**config.mk**
```make
export PLATFORM = sky130hd
export DESIGN_NAME = instr_fetch_unit_flat
export DESIGN_NICKNAME = d
export VERILOG_FILES = /design/src/rtl/ifu_pkg.sv /design/src/rtl/ifu_if.sv /design/src/rtl/ifu_fifo.sv /design/src/rtl/instr_fetch_unit.sv /design/src/flat_wrapper.sv
export SDC_FILE = /design/constraint.sdc
export NUM_CORES = 1
export LEC_CHECK = 0
export ABC_AREA = 1
export CORE_MARGIN = 1.5
export CORE_UTILIZATION = 58
export CTS_BUF_LIST = sky130_fd_sc_hd__clkbuf_2
export DETAILED_ROUTE_END_ITERATION = 10
export PLACE_DENSITY = 0.88
export REMOVE_ABC_BUFFERS = 1
export SETUP_SLACK_MARGIN = 0.3
export SLEW_MARGIN = 30
export SYNTH_ARGS = -nofsm -noshare
export SYNTH_HDL_FRONTEND = slang
export SYNTH_HIERARCHICAL = 1
export SYNTH_SLANG_ARGS = --single-unit
```
**constraint.sdc**
```tcl
create_clock -name clk -period 2.9 [get_ports clk]
set_input_delay 0.58 -clock clk [delete_from_list [all_inputs] [get_ports clk]]
set_output_delay 0.58 -clock clk [all_outputs]
set_load 0.005 [all_outputs]
```
**src/rtl/ifu_pkg.sv**
```systemverilog
// Shared IF-stage constants, FSM encoding and prefetch entry layout.
// Consumed by instr_fetch_unit (IFU_RESET_VECTOR_EN selects the vectored boot path).
package ifu_pkg;

    localparam int IFU_ADDR_W = 8;
    localparam int IFU_DATA_W = 8;

    typedef logic [IFU_ADDR_W-1:0] ifu_addr_t;
    typedef logic [IFU_DATA_W-1:0] ifu_data_t;

    localparam ifu_addr_t IFU_RESET_PC = 8'h00;

    localparam logic [1:0] S_RESET = 2'd0;
    localparam logic [1:0] S_VEC   = 2'd1;
    localparam logic [1:0] S_RUN   = 2'd2;

    typedef struct packed {
        ifu_data_t instr;
        ifu_addr_t pc;
    } ifu_entry_t;

    function automatic ifu_addr_t pc_inc(input ifu_addr_t pc);
        return pc + ifu_addr_t'(1);
    endfunction

endpackage

```
**src/rtl/ifu_if.sv**
```systemverilog
// IF-stage bundle: instruction memory req/ack side and IF->ID byte stream.
// master = fetch unit, slave = memory plus decode/control side.
interface ifu_if;
    import ifu_pkg::*;

    logic      imem_req;
    ifu_addr_t imem_addr;
    logic      imem_ack;
    ifu_data_t imem_rdata;
    ifu_data_t if_instruction;
    ifu_addr_t if_pc;
    logic      if_valid;
    logic      if_ready;
    logic      stall;
    logic      branch_taken;
    ifu_addr_t branch_target;
    logic      busy;

    modport master (
        output imem_req, imem_addr,
        input  imem_ack, imem_rdata,
        output if_instruction, if_pc, if_valid,
        input  if_ready, stall,
        input  branch_taken, branch_target,
        output busy
    );

    modport slave (
        input  imem_req, imem_addr,
        output imem_ack, imem_rdata,
        input  if_instruction, if_pc, if_valid,
        output if_ready, stall,
        output branch_taken, branch_target,
        input  busy
    );

endinterface

```
**src/rtl/ifu_fifo.sv**
```systemverilog
// Prefetch FIFO of {byte, address} entries with synchronous clear.
// Clear wins over push; head is read combinationally.
module ifu_fifo
    import ifu_pkg::*;
#(
    parameter  int DEPTH = 4,
    localparam int PW    = $clog2(DEPTH),
    localparam int CW    = PW + 1
) (
    input  logic          clk,
    input  logic          rst_n,
    input  logic          clr_i,
    input  logic          push_i,
    input  logic          pop_i,
    input  ifu_entry_t    din_i,
    output ifu_entry_t    dout_o,
    output logic [CW-1:0] count_o
);

    localparam logic [CW-1:0] FULL_C = CW'(DEPTH);

    ifu_entry_t    mem_q [DEPTH];
    logic [PW-1:0] wr_q;
    logic [PW-1:0] rd_q;
    logic [CW-1:0] cnt_q;
    logic          do_push;
    logic          do_pop;

    assign do_pop  = pop_i & (cnt_q != '0);
    assign do_push = push_i & ((cnt_q != FULL_C) | do_pop);

    always_ff @(posedge clk or negedge rst_n) begin
        if (!rst_n) begin
            wr_q  <= '0;
            rd_q  <= '0;
            cnt_q <= '0;
        end else if (clr_i) begin
            wr_q  <= '0;
            rd_q  <= '0;
            cnt_q <= '0;
        end else begin
            if (do_push) wr_q <= wr_q + PW'(1);
            if (do_pop)  rd_q <= rd_q + PW'(1);
            unique case ({do_push, do_pop})
                2'b10:   cnt_q <= cnt_q + CW'(1);
                2'b01:   cnt_q <= cnt_q - CW'(1);
                default: cnt_q <= cnt_q;
            endcase
        end
    end

    always_ff @(posedge clk) begin
        if (do_push) mem_q[wr_q] <= din_i;
    end

    assign dout_o  = mem_q[rd_q];
    assign count_o = cnt_q;

endmodule

```
**src/rtl/instr_fetch_unit.sv**
```systemverilog
// IF stage: fetch PC, single-outstanding imem req/ack, prefetch FIFO, branch redirect.
// Define IFU_RESET_VECTOR_EN to boot from the PC stored at address 0.
module instr_fetch_unit
    import ifu_pkg::*;
#(
    parameter int        DEPTH    = 4,
    parameter ifu_addr_t RESET_PC = IFU_RESET_PC
) (
    input logic   clk,
    input logic   rst_n,
    ifu_if.master bus
);

    localparam int            CW      = $clog2(DEPTH) + 1;
    localparam logic [CW-1:0] DEPTH_C = CW'(DEPTH);
`ifdef IFU_RESET_VECTOR_EN
    localparam logic [1:0]    S_BOOT  = S_VEC;
`else
    localparam logic [1:0]    S_BOOT  = S_RUN;
`endif

    logic [1:0]    state_q, state_d;
    ifu_addr_t     pc_q, pc_d;
    ifu_addr_t     addr_q, addr_d;
    logic          out_q, out_d;
    logic          stale_q, stale_d;

    logic          issue;
    ifu_addr_t     req_addr;
    logic          push;
    logic          pop;
    logic          clr;
    logic          valid;
    logic          brk;
    logic [CW-1:0] count;
    ifu_entry_t    head;
    ifu_entry_t    din;

    assign valid = (count != '0);
    assign brk   = (state_q == S_RUN) & bus.branch_taken;
    assign pop   = valid & bus.if_ready & ~bus.stall & ~brk;
    assign din   = '{instr: bus.imem_rdata, pc: req_addr};

    // A request is combinational in its first cycle; out_q carries it afterwards.
    always_comb begin
        state_d  = state_q;
        pc_d     = pc_q;
        addr_d   = addr_q;
        out_d    = out_q;
        stale_d  = stale_q;
        issue    = 1'b0;
        req_addr = addr_q;
        push     = 1'b0;
        clr      = 1'b0;
        unique case (state_q)
            S_RESET: state_d = S_BOOT;
`ifdef IFU_RESET_VECTOR_EN
            S_VEC: begin
                issue = ~out_q;
                if (!out_q) req_addr = '0;
                if (bus.imem_ack) begin
                    out_d   = 1'b0;
                    pc_d    = bus.imem_rdata;
                    state_d = S_RUN;
                end else begin
                    out_d = 1'b1;
                end
            end
`endif
            S_RUN: begin
                issue = ~out_q & ~bus.branch_taken & (count < DEPTH_C);
                if (issue) req_addr = pc_q;
                if (bus.branch_taken) begin
                    clr     = 1'b1;
                    pc_d    = bus.branch_target;
                    out_d   = out_q & ~bus.imem_ack;
                    stale_d = out_q & ~bus.imem_ack;
                end else if ((out_q | issue) && bus.imem_ack) begin
                    out_d   = 1'b0;
                    stale_d = 1'b0;
                    push    = ~stale_q;
                    if (!stale_q) pc_d = pc_inc(pc_q);
                end else if (issue) begin
                    out_d = 1'b1;
                end
            end
            default: state_d = S_RESET;
        endcase
        if (issue) addr_d = req_addr;
    end

    always_ff @(posedge clk or negedge rst_n) begin
        if (!rst_n) begin
            state_q <= S_RESET;
            pc_q    <= RESET_PC;
            addr_q  <= '0;
            out_q   <= 1'b0;
            stale_q <= 1'b0;
        end else begin
            state_q <= state_d;
            pc_q    <= pc_d;
            addr_q  <= addr_d;
            out_q   <= out_d;
            stale_q <= stale_d;
        end
    end

    ifu_fifo #(
        .DEPTH (DEPTH)
    ) u_fifo (
        .clk     (clk),
        .rst_n   (rst_n),
        .clr_i   (clr),
        .push_i  (push),
        .pop_i   (pop),
        .din_i   (din),
        .dout_o  (head),
        .count_o (count)
    );

    assign bus.imem_req       = out_q | issue;
    assign bus.imem_addr      = req_addr;
    assign bus.if_valid       = valid;
    assign bus.if_instruction = valid ? head.instr : '0;
    assign bus.if_pc          = valid ? head.pc : '0;
    assign bus.busy           = out_q | valid;

endmodule

```
**src/flat_wrapper.sv**
```systemverilog
// flat-port wrapper written by rule: the top's interface ports become plain ports
module instr_fetch_unit_flat import ifu_pkg::*;
#(
    parameter int        DEPTH    = 4,
    parameter ifu_addr_t RESET_PC = IFU_RESET_PC
)
  (clk, rst_n, bus_imem_req, bus_imem_addr, bus_imem_ack, bus_imem_rdata, bus_if_instruction, bus_if_pc, bus_if_valid, bus_if_ready, bus_stall, bus_branch_taken, bus_branch_target, bus_busy);
  ifu_if bus_i ();
  input logic clk;
  input logic rst_n;
  output wire logic [$bits(bus_i.imem_req)-1:0] bus_imem_req;
  output wire logic [$bits(bus_i.imem_addr)-1:0] bus_imem_addr;
  input wire logic [$bits(bus_i.imem_ack)-1:0] bus_imem_ack;
  input wire logic [$bits(bus_i.imem_rdata)-1:0] bus_imem_rdata;
  output wire logic [$bits(bus_i.if_instruction)-1:0] bus_if_instruction;
  output wire logic [$bits(bus_i.if_pc)-1:0] bus_if_pc;
  output wire logic [$bits(bus_i.if_valid)-1:0] bus_if_valid;
  input wire logic [$bits(bus_i.if_ready)-1:0] bus_if_ready;
  input wire logic [$bits(bus_i.stall)-1:0] bus_stall;
  input wire logic [$bits(bus_i.branch_taken)-1:0] bus_branch_taken;
  input wire logic [$bits(bus_i.branch_target)-1:0] bus_branch_target;
  output wire logic [$bits(bus_i.busy)-1:0] bus_busy;
  assign bus_imem_req = bus_i.imem_req;
  assign bus_imem_addr = bus_i.imem_addr;
  assign bus_i.imem_ack = bus_imem_ack;
  assign bus_i.imem_rdata = bus_imem_rdata;
  assign bus_if_instruction = bus_i.if_instruction;
  assign bus_if_pc = bus_i.if_pc;
  assign bus_if_valid = bus_i.if_valid;
  assign bus_i.if_ready = bus_if_ready;
  assign bus_i.stall = bus_stall;
  assign bus_i.branch_taken = bus_branch_taken;
  assign bus_i.branch_target = bus_branch_target;
  assign bus_busy = bus_i.busy;
  instr_fetch_unit #(.DEPTH(DEPTH), .RESET_PC(RESET_PC)) u_core (.clk(clk), .rst_n(rst_n), .bus(bus_i));
endmodule
```
* Word-level counts from Yosys, hierarchy flattened
Memory sizes are Yosys's and may differ from the RTL's.
Cells that the tools add are included.
** Storage, ports and cells
- RAM bits :: 64
- Bits of input ports :: 22
- Memories kept :: 1
- Register bits :: 27
- Output and inout bits :: 27
** Memories
- u_core.u_fifo.mem_q :: words 4, bits a word 16, rd ports 1, clocked after memory_dff 0, write ports 1, line ifu_fifo.sv:22 : ifu_entry_t mem_q [DEPTH];
** Operators by class
- Equal/unequal tests :: 5
- Multiplexer cells :: 27
- Reductions and logical operators :: 11
- Add/sub/neg operators :: 5
- Bitwise logic cells :: 19
- Order comparisons :: 1
** Operators with widths (number)
- 8-bit 2-to-1 mux :: 7
- 1-bit 2-to-1 mux :: 13
- 1-bit bitwise AND :: 9
- 3-bit nonzero test :: 3
- 8-bit by 1-bit adder with 8-bit output, second input constant :: 1
- 2-bit 2-to-1 mux :: 4
- 1-bit NOT :: 6
- 3-bit one-hot mux with 2 select lines :: 1
- 2-bit nonzero test :: 3
- 2-bit by 1-bit adder with 2-bit output, second input constant :: 2
- 2-bit equality test, second input constant :: 2
- 1-bit bitwise OR :: 4
- 2-bit one-hot mux with 2 select lines :: 1
- 2-bit AND reduction :: 2
- 3-bit by 1-bit adder with 3-bit output, second input constant :: 1
- 3-bit < comparator, second input constant :: 1
- 3-bit 2-to-1 mux :: 1
- 3-bit inequality test, second input constant :: 1
- 3-bit AND reduction :: 1
- 3-bit by 1-bit subtractor with 3-bit output, second input constant :: 1
- 2-bit by 1-bit equality test with 1-bit output, second input constant :: 1
- 2-bit logical NOT :: 1
- 2-bit inequality test, second input constant :: 1
- 1-bit logical AND :: 1

* Depth between registers and ports, before layout
- Depth in word-level cells :: 12
- Depth in mapped cells :: 14
- Depth with buffers taken out :: 14

* Modules after synthesis
Netlist, hierarchy kept.
** Modules (own cells, without submodules)
- ifu_fifo :: seq. area each 2097.0 µm², area each 2855.2 µm², instances 1, cells each 217
- instr_fetch_unit :: seq. area each 475.5 µm², area each 1343.8 µm², instances 1, cells each 183

* Worst setup path after synthesis
OpenSTA, ideal clock, no wires.
- Path type :: input -> register
- Start :: input bus_branch_taken
- End :: memory u_core/u_fifo/mem_q[0][0] (netlist name) (enable)
- Setup slack :: 0.231 ns
- Data arrival time :: 2.280 ns
- Cell stages on the path :: 6
- Path through :: buf_6 nand2_1 inv_1 nor3_1 o21ai_4 nor2_1
** RTL lines
- from (decl) :: line flat_wrapper.sv:20 : input wire logic [$bits(bus_i.branch_taken)-1:0] bus_branch_taken;
- 1-bit bitwise AND :: line instr_fetch_unit.sv:40 : assign brk = (state_q == S_RUN) & bus.branch_taken;
- net u_core.brk :: line instr_fetch_unit.sv:34 : logic brk;
- 1-bit NOT :: line instr_fetch_unit.sv:41 : assign pop = valid & bus.if_ready & ~bus.stall & ~brk;
- 1-bit bitwise AND :: line instr_fetch_unit.sv:41
- net u_core.pop :: line instr_fetch_unit.sv:31 : logic pop;
- 1-bit bitwise AND :: line ifu_fifo.sv:29 : assign do_pop = pop_i & (cnt_q != '0);
- 1-bit bitwise OR :: line ifu_fifo.sv:30 : assign do_push = push_i & ((cnt_q != FULL_C) | do_pop);
- 1-bit bitwise AND :: line ifu_fifo.sv:30
- 1-bit 2-to-1 mux :: line ifu_fifo.sv:53 : if (do_push) mem_q[wr_q] <= din_i;
- 1-bit 2-to-1 mux (not written as such) :: line ifu_fifo.sv:53
- to (decl) :: line ifu_fifo.sv:22
The timed path passes the listed nets, and every way through them passes these cells.

==> reports/results.ini <==
[run_status]
status=finished clean

[sta]
fin_worst_skew_ns=0.0301
slew_viol_final=0
hold_slack_ns=0.358
hold_viol_final=0
grt_setup_unrepaired=true
fmax_ghz=0.356
fin_crit_ns=2.81
finalSetupViolations=0
setup_ws_ns=0.0949
finalCritPeriodShare=0.967

[worst_setup_path]
regToRegSetupSlack_ns=0.48
critical_path.max_stage_delay_ns=0.52
crit_start=u_core/u_fifo/rd_q[0]
path_depth=7
rr_worst_depth=15
cp.arrival_ns=2.23
path_buf_inv=4
cp.required_ns=2.32
worstSetupPathType=flop to output pin
path_max_fanout=9
cp-start-kind=flop
critPathCaptureType=output pin
crit_slowest_cell=dfrtp_2
cp_top_family=buffers and inverters
crit_chain=buf_12 -> buf_6 -> nor2_1 -> o22ai_1 -> inv_1 -> nor2_2 -> clkdlybuf4s50_1
endpoint=bus_if_pc[2]
regToRegEndpoint=u_core/u_fifo/count_o[2]
r2r-start=u_core/u_fifo/count_o[2]

[logic_synthesis]
synthAdderAreaFrac=0.0197
synth_top_family_by_area=simple AND/OR/NAND/NOR gates
synth.avg_cell_area_um2=10.5
synth-simple-area-share=0.169
synth_mux_area_frac=0
synth_xor_area_frac=0.00209
synth_compound_area_frac=0.126
ys_seq_elements=90
syn_area_um2=4200
yosysSeqAreaShare=0.613
ys_warn_count=6
synth_cell_type_count=35
synth_cells=400

[detailed_routing]
via_per_inst=5.50
num_vias=3336
drt_iter0_markers=235
wl_per_cell_um=17.3
detail-route-antenna-nets=0
routed_wl_mm=10.5
dr.pass1.iters=5
remaining_drc_errors=0

[cts]
cts.sinks=90
cts_tree=built
cts-buffers-inserted=9
cts.clk_slew.worst_paths_ns=0.26
clock_path_buffers=2
ctsHtreeMaxLevel=3
clock_latency_ns=0.55
root_buffer=clkbuf_2

[die]
die_area_um2=7760
core_area_um2=6910
start_util=0.608
die_h_um=88.1
rows=30
pin_count=49
die_w_um=88.1

[final_layout]
nets=533
layout-drive-gt1-share=0.273
fillers=437
antenna_cells=0
finish.utilization=0.793
multi_input_area_um2=1410
seqCellArea_um2=2580
area_delta_synth_final_pct=30.4
layout.cells.non_filler=606

[global_routing]
grt_pass1_wl_mm=14.8
grt_max_degree=34
grt_overflow=0
track_usage=0.257
grt_pass1_vias=3170
antenna_found_initial=0

[placement]
dp_hpwl_mm=6.21
placed_cells=565
dp_slack_ns=-0.0448
port_buffers=48
place_congestion=0.847

[power_and_ir_drop]
powerDensity_nw_per_um2=827
total_power_mw=4.53
vdd_drop_max_uv=416
p_leak_nw=2.47

[min_path]
worstHoldPathType=input port to async pin

[flow_run]
maxCapViolCount=0

-- final cells by class --
| cell class | instances | share of cell area |
|---|---|---|
| timing repair buffer | 109 | 0.189 |
| clock inverter | 6 | 0.0167 |
| sequential | 90 | 0.471 |
| inverter | 49 | 0.0354 |
| multi-input combinational | 246 | 0.257 |
| clock buffer | 10 | 0.00914 |
| tap | 96 | 0.0219 |
-- registers in the layout, summed over array words and instances (netlist names) --
signal and cells:
u_core/out_q 1, u_core/stale_q 1, u_core/u_fifo/count_o 3, u_core/u_fifo/wr_q 2, u_core/pc_q 8, u_core/state_q 1, u_core/u_fifo/rd_q 2, u_core/addr_q 8
u_core/u_fifo/mem_q 64
-- synth_stat cells --
library cell  number  area share
nand3_1           16       0.019
ha_1               5       0.015
edfxtp_1          64        0.46
nand2_1           56       0.050
or2_0              1      0.0015
dfrtp_1           26        0.15
buf_4              1      0.0018
a21oi_1            4      0.0048
o21ai_4            2      0.0077
o21ai_0           37       0.044
fa_1               1      0.0048
xnor2_1            1      0.0021
nor2_1            60       0.054
nor3_2             1      0.0024
nand3_4            1      0.0042
conb_1             1     0.00089
or2_2              3      0.0045
buf_6              3      0.0080
nor2_4             1      0.0027
nand3_2            5       0.012
o21ai_1            5      0.0060
clkbuf_1           1     0.00089
o22ai_1           16       0.024
clkbuf_2           2      0.0024
nand2_4            2      0.0054
buf_2              7      0.0083
nand2_2            5      0.0074
buf_12             1      0.0048
inv_2              4      0.0036
clkinv_1           1     0.00089
nand4_1            2      0.0030
inv_1             44       0.039
o21ai_2           19       0.040
nand3b_1           1      0.0018
nor3_1             1      0.0012
-- cells in the final DEF, fill, tap and decap left out, types with 3 or more instances in the layout --
| master | synthesis | routed |
|---|---|---|
| edfxtp_1 | 64 | 64 |
| nor2_1 | 60 | 56 |
| nand2_1 | 56 | 54 |
| inv_1 | 44 | 43 |
| buf_4 | 1 | 41 |
| o21ai_0 | 37 | 36 |
| clkdlybuf4s50_1 | 0 | 23 |
| dfrtp_1 | 26 | 23 |
| buf_6 | 3 | 19 |
| clkbuf_2 | 2 | 17 |
| dlymetal6s2s_1 | 0 | 16 |
| nand3_1 | 16 | 16 |
| o22ai_1 | 16 | 16 |
| o21ai_2 | 19 | 14 |
| o21ai_4 | 2 | 7 |
| o21ai_1 | 5 | 6 |
| nand2_4 | 2 | 5 |
| nand3_2 | 5 | 5 |
| ha_1 | 5 | 5 |
| nor2_2 | 0 | 4 |
| nand2_2 | 5 | 4 |
| a21oi_1 | 4 | 4 |
| clkinvlp_4 | 0 | 3 |
| inv_2 | 4 | 3 |
| or2_2 | 3 | 3 |
| dfrtp_2 | 0 | 3 |
-- how the worst min path moves through the flow --
stage | from | endpoint
after floorplan | rst_n | u_core/addr_q[0]
after global placement | u_core/addr_q[6] | u_core/addr_q[6]
after detailed placement | u_core/addr_q[6] | u_core/addr_q[6]
after CTS | rst_n | u_core/addr_q[5]
after global routing | rst_n | u_core/u_fifo/count_o[0]
final | rst_n | u_core/addr_q[5]
-- cells by family after synthesis --
| group | count (synthesis) |
|---|---|
| buf+inv | 64 |
| flops | 90 |
| fa+ha+maj | 6 |
| compound gates | 83 |
| simple gates | 155 |
| other cells | 1 |
| xor+xnor | 1 |
-- metal layers --
metal | track usage | vias to the layer above | wire (um)
met5 | 0 | - | 0
met2 | 0.460 | 145 | 5510
met1 | 0.308 | 1609 | 4020
met4 | 0.0966 | 0 | 290
met3 | 0.0509 | 29 | 673
li1 | - | 1553 | -
-- report_power, final --
group / switching, mW / leakage [nW] / internal, mW
Sequential: 0.149 / 0.907 / 1.59
Clock: 0.440 / 0.0744 / 0.289
Combinational: 1.08 / 1.49 / 0.976
-- timing repair --
item,in CTS,in global routing
gates resized for setup,23,69
pin swaps,1,7
endpoints found under the setup margin,25,26
cloned,0,1
setup buffers,6,18
hold buffers,0,0
-- metrics by stage --
step / instance area [um2] / setup TNS (ns)
after global placement: 4960 / -0.00404
after detailed placement: 4960 / -0.0542
after floorplan: 4090 / 0
after global routing: 5480 / -0.0819
after CTS: 5180 / 0
final: 5480 / 0
No activity file was read; power rests on OpenSTA's default activity.
